**src/rtl/mc_phase_ctrl.sv**
```systemverilog
// Multicycle processor phase controller: sequences IF/ID/EXE/MEM/WB per
// instruction, skips phases by class, bounds memory waits, counts activity.
module mc_phase_ctrl #(
  parameter int unsigned CNT_WIDTH    = 16,
  parameter int unsigned MEM_WAIT_MAX = 15,
  parameter int unsigned WAIT_WIDTH   = 4
) (
  input  logic                 clk,
  input  logic                 reset,
  input  logic                 enable,
  input  logic [1:0]           op_class,
  input  logic                 mem_ready,
  output logic                 mem_req,
  output logic                 stateIF,
  output logic                 stateID,
  output logic                 stateEXE,
  output logic                 stateMEM,
  output logic                 stateWB,
  output logic                 retire,
  output logic                 fault,
  output logic [CNT_WIDTH-1:0] instr_count,
  output logic [CNT_WIDTH-1:0] cycle_count
);

  localparam logic [1:0] CLS_ALU    = 2'b00;
  localparam logic [1:0] CLS_LOAD   = 2'b01;
  localparam logic [1:0] CLS_STORE  = 2'b10;
  localparam logic [1:0] CLS_BRANCH = 2'b11;

  typedef enum logic [2:0] {
    S_RESET = 3'd0,
    S_IF    = 3'd1,
    S_ID    = 3'd2,
    S_EXE   = 3'd3,
    S_MEM   = 3'd4,
    S_WB    = 3'd5,
    S_FAULT = 3'd6
  } state_t;

  state_t                r_state;
  logic [1:0]            r_class;
  logic [WAIT_WIDTH-1:0] r_wait;
  logic [CNT_WIDTH-1:0]  r_instr;
  logic [CNT_WIDTH-1:0]  r_cycle;

  logic w_timeout;
  logic w_active;
  logic w_retire;

  // A zero limit disables the bounded wait entirely.
  assign w_timeout = (MEM_WAIT_MAX != 0) && (r_wait == WAIT_WIDTH'(MEM_WAIT_MAX));

  assign w_active = (r_state == S_IF)  || (r_state == S_ID) || (r_state == S_EXE) ||
                    (r_state == S_MEM) || (r_state == S_WB);

  assign w_retire = enable &
                    (((r_state == S_EXE) && (r_class == CLS_BRANCH)) ||
                     ((r_state == S_MEM) && (r_class == CLS_STORE) && mem_ready) ||
                     (r_state == S_WB));

  // Phase decode straight from the state register.
  assign stateIF     = (r_state == S_IF);
  assign stateID     = (r_state == S_ID);
  assign stateEXE    = (r_state == S_EXE);
  assign stateMEM    = (r_state == S_MEM);
  assign stateWB     = (r_state == S_WB);
  assign mem_req     = (r_state == S_IF) || (r_state == S_MEM);
  assign fault       = (r_state == S_FAULT);
  assign retire      = w_retire;
  assign instr_count = r_instr;
  assign cycle_count = r_cycle;

  always_ff @(posedge clk or posedge reset) begin
    if (reset) begin
      r_state <= S_RESET;
      r_class <= CLS_ALU;
      r_wait  <= '0;
      r_instr <= '0;
      r_cycle <= '0;
    end else if (enable) begin
      if (w_retire) r_instr <= r_instr + CNT_WIDTH'(1);
      if (w_active) r_cycle <= r_cycle + CNT_WIDTH'(1);

      case (r_state)
        S_RESET: begin
          r_state <= S_IF;
          r_wait  <= '0;
        end
        S_IF: begin
          if (mem_ready)      r_state <= S_ID;
          else if (w_timeout) r_state <= S_FAULT;
          else                r_wait  <= r_wait + WAIT_WIDTH'(1);
        end
        S_ID: begin
          r_state <= S_EXE;
          r_class <= op_class;
        end
        S_EXE: begin
          r_wait <= '0;
          case (r_class)
            CLS_ALU:             r_state <= S_WB;
            CLS_LOAD, CLS_STORE: r_state <= S_MEM;
            default:             r_state <= S_IF;
          endcase
        end
        S_MEM: begin
          // Ready takes priority over an expiring wait on the same edge.
          if (mem_ready) begin
            if (r_class == CLS_LOAD) begin
              r_state <= S_WB;
            end else begin
              r_state <= S_IF;
              r_wait  <= '0;
            end
          end else if (w_timeout) begin
            r_state <= S_FAULT;
          end else begin
            r_wait <= r_wait + WAIT_WIDTH'(1);
          end
        end
        S_WB: begin
          r_state <= S_IF;
          r_wait  <= '0;
        end
        S_FAULT: r_state <= S_FAULT;
        default: r_state <= S_RESET;
      endcase
    end
  end

endmodule

```
**config.mk**
```make
export PLATFORM = sky130hd
export DESIGN_NAME = mc_phase_ctrl
export DESIGN_NICKNAME = d
export VERILOG_FILES = /design/src/rtl/mc_phase_ctrl.sv
export SDC_FILE = /design/constraint.sdc
export NUM_CORES = 1
export LEC_CHECK = 0
export BUFFER_PORTS_ARGS = -buffer_cell sky130_fd_sc_hd__buf_2
export CAP_MARGIN = 5
export CORE_MARGIN = 2
export CORE_UTILIZATION = 25
export DETAILED_ROUTE_END_ITERATION = 12
export GPL_TIMING_DRIVEN = 1
export SLEW_MARGIN = 20
export SYNTH_ARGS = -nofsm -noshare
export SYNTH_HDL_FRONTEND = slang
export SYNTH_SLANG_ARGS = --single-unit
```
**constraint.sdc**
```tcl
create_clock -name clk -period 1.82 [get_ports clk]
set_clock_uncertainty 0.15 [all_clocks]
set_input_delay 0.364 -clock clk [delete_from_list [all_inputs] [get_ports clk]]
set_output_delay 0.364 -clock clk [all_outputs]
set_load 0.02 [all_outputs]
```
==> qor.yml <==
wl_um: 4900
ctsHoldBuffers: 0
end_kind: "output pin"
die_width_um: 97.1
p_clk_share_pct: 16.3
hold_class: "in2async"
cts_tree: "built"
synth.net_count: 216
max_freq_mhz: 524
htreeDepth: 2
antenna_found_initial: 0
rsz0062_at_grt: "yes"
critPathSlowestCell: "dfrtp_2"
syn_area_sq_um: 2170
synth_xor_area_share_pct: 12.1
yosysSeqAreaShare_pct: 47.3
start_util_pct: 26.1
drtAntennaViolNets: 0
slew_headroom_pct: 64.6
reg2reg_slack_ps: -50
path_class: "reg2out"
internal-power_mw: 2.50
required_ps: 1310
grt_pass1_vias: 1776
core_sq_um: 8300
io_buffers: 45
violations: "negative setup slack"
yosysWarnings: 0
fillers: 808
synthFlopType: "dfrtp_1"
cap_violations: 0
final_area_sq_um: 3060
avgViaCountPerCell: 4.56
pre_cts_slack_ps: 61.5
switching_share_pct: 39.2
dp_hpwl_um: 3340
io_pins: 46
p_leak_nw: 1.45
dieArea_sq_um: 9430
critPathTopFamily: "flip-flops"
grt_pass1_wl_um: 8180
first_pass_iters: 4
power_frac_comb_pct: 50.8
cts_buffer_depth: 2
maxSlewViolCount: 0
p_sw_mw: 1.61
n_antenna_cell: 0
syn_inst: 203
powerDensity_nw_per_um2: 1340
track_usage_pct: 10.3
post-route-worst-setup-slack_ps: -88.5
wl_per_cell_um: 12.6
setup_viol: 13
ys_types: 43
start_kind: "register"
drtIter0Drc: 48
synthMuxAreaShare_pct: 2.08
fin_nets: 295
period_share_pct: 105
grt_overflow: 0
synthAdderAreaFrac_pct: 4.04
critical_path.most_common_cell: "buf_6"
drc: 0
tightestPinTransition_ps: 532
synth-compound-area-share_pct: 11.1
clkLatencyLatePin_ps: 290
crit_path_max_incr_delay_ps: 430
synth-simple-area-share_pct: 19.6
die_h_um: 97.1
status: "complete, but fails checks"
grt_start_max_net_pins: 42
synth_edf_count: 0
synth_seq_cells: 41
fp-row-count: 33
crit_path_start: "r_state[1]"
avgSynthCellArea_sq_um: 10.7
layout-drive-gt1-share_pct: 44.5
worstPathMaxFanout: 4
vias: 1771
path_cells: "buf_6 -> nand3b_1 -> nand3_2 -> nand2_2 -> inv_2 -> buf_6"
cts.sinks: 41
path_buf_inv: 3
cts.clk_slew.worst_paths_ps: 90
place_congestion: 0.747
place_area_sq_um: 2600
arrival_ps: 1390
clockRootBuffer: "clkbuf_8"
numCtsBuffers: 5
peakVddDrop_uv: 519
hold_viol: 0
p_seq_share_pct: 32.9
synthArstFlopShare_pct: 100
layout-area-overhead-vs-synth_pct: 41.3
r2r-start: "r_state[1]"
period_minus_slack_ps: 1910
synth_top_family_by_area: "simple AND/OR/NAND/NOR gates"
## logic make-up (layout without fill, tap and decap cells)
family | count (synthesis) | after routing
muxes | 4 | 4
adders and majority gates | 7 | 7
and+or+nand+nor | 73 | 73
xor gates and xnor gates | 30 | 30
AOI/OAI and AO/OA | 30 | 30
DFF | 41 | 41
buffers and inverters | 18 | 98
## Yosys cell counts (2+ instances only)
cell	instances	area [sq um]
inv_1	13	48.8
o21ai_0	5	25.0
nand4_1	11	68.8
nand3_1	15	75.1
nor2_1	7	26.3
nand2_1	15	56.3
and3_1	7	43.8
a21oi_1	5	25.0
nor3_1	2	10.0
xnor2_1	25	219
o211ai_1	4	30.0
and2_1	2	12.5
and4_1	2	17.5
clkbuf_1	2	7.51
a31oi_1	2	12.5
mux2_2	4	45.0
xor2_1	5	43.8
o22ai_1	2	12.5
ha_1	7	87.6
nand2b_1	5	31.3
dfrtp_1	41	1030
## stage by stage
stage	power, mW	hold WS, ps	TNS, ps	std cells	utilization [%]
final	4.11	48.6	-644	388	36.9
after detailed placement	2.85	312	0	362	31.3
after CTS	3.83	71.3	-416	381	34.5
after floorplan	2.35	366	0	203	-
after global routing	4.40	109	-2270	388	36.9
after global placement	2.82	304	0	362	31.3
## placed cells by master (no fill, tap or decap), types with 2 or more instances in the layout
cell type | netlist | routed
buf_2 | 1 | 37
and3_1 | 7 | 6
and4_1 | 2 | 2
inv_2 | 0 | 2
dfrtp_2 | 0 | 3
and2_1 | 2 | 2
a21oi_1 | 5 | 4
o21ai_0 | 5 | 4
nand4_1 | 11 | 11
inv_1 | 13 | 8
dfrtp_1 | 41 | 38
nand3_2 | 0 | 4
mux2_2 | 4 | 4
inv_4 | 0 | 2
o211ai_1 | 4 | 4
buf_4 | 1 | 19
xor2_1 | 5 | 5
ha_1 | 7 | 3
o22ai_1 | 2 | 2
nor3_1 | 2 | 2
nand2b_1 | 5 | 3
nor2_2 | 0 | 2
nand2_1 | 15 | 13
a31oi_4 | 1 | 3
nor2_1 | 7 | 4
buf_6 | 1 | 19
o21ai_2 | 0 | 2
xnor2_1 | 25 | 25
nand2_2 | 0 | 2
ha_2 | 0 | 4
nand3_1 | 15 | 11
clkbuf_8 | 0 | 7
## worst register-to-register path: stages (launching register included)
cell	delay (ps)
dfrtp_2	430
buf_6	130
nand3b_1	220
buf_6	180
buf_6	110
a31oi_4	240
and3_1	210
xor2_1	140
## layer usage
| metal | wire (um) | GRT usage [%] |
|---|---|---|
| met1 | 2250 | 13.0 |
| met5 | 0 | 0 |
| met3 | 187 | 2.66 |
| met2 | 2340 | 16.9 |
| met4 | 127 | 4.01 |
## layout make-up
class                           instances  area [sq um]  area share, %
Sequential cell                        41          1030           33.6
Tap cell                              105           131           4.29
Clock buffer                            7          96.3           3.15
Inverter                               13          58.8           1.92
Timing Repair Buffer                   77           582           19.0
Multi-Input combinational cell        144          1160           37.9
Clock inverter                          1          5.00          0.163
## power by group through the flow
stage | clock [mW] | sequential (mW) | combinational (mW)
floorplan | 0 | 1.46 | 0.885
global placement | 0 | 1.36 | 1.45
detailed placement | 0 | 1.37 | 1.48
CTS | 0.701 | 1.34 | 1.79
global route | 0.738 | 1.40 | 2.26
finish | 0.669 | 1.35 | 2.09
## final timing paths
| path | endpoint | cells past startpoint |
|---|---|---|
| max in group asynchronous | r_state[2] | 3 |
| setup / recovery | retire | 6 |
| setup reg to reg | instr_count[5] | 7 |
| hold reg to reg | cycle_count[15] | 1 |
| min in group clk | r_class[0] | 2 |
| hold / removal | cycle_count[12] | 3 |
## registers in the layout, indices dropped and copies added (netlist names)
name,flops
r_state,3
cycle_count,16
r_class,2
instr_count,16
r_wait,4
## repair_timing
| item | in CTS | in global routing |
|---|---|---|
| gates cloned | 0 | 1 |
| gates resized for setup | 30 | 37 |
| buffers inserted | 12 | 6 |
| pin swaps | 6 | 19 |
| endpoints found under the setup margin | 8 | 25 |
Note: power is estimated with default switching activity, not from simulation.
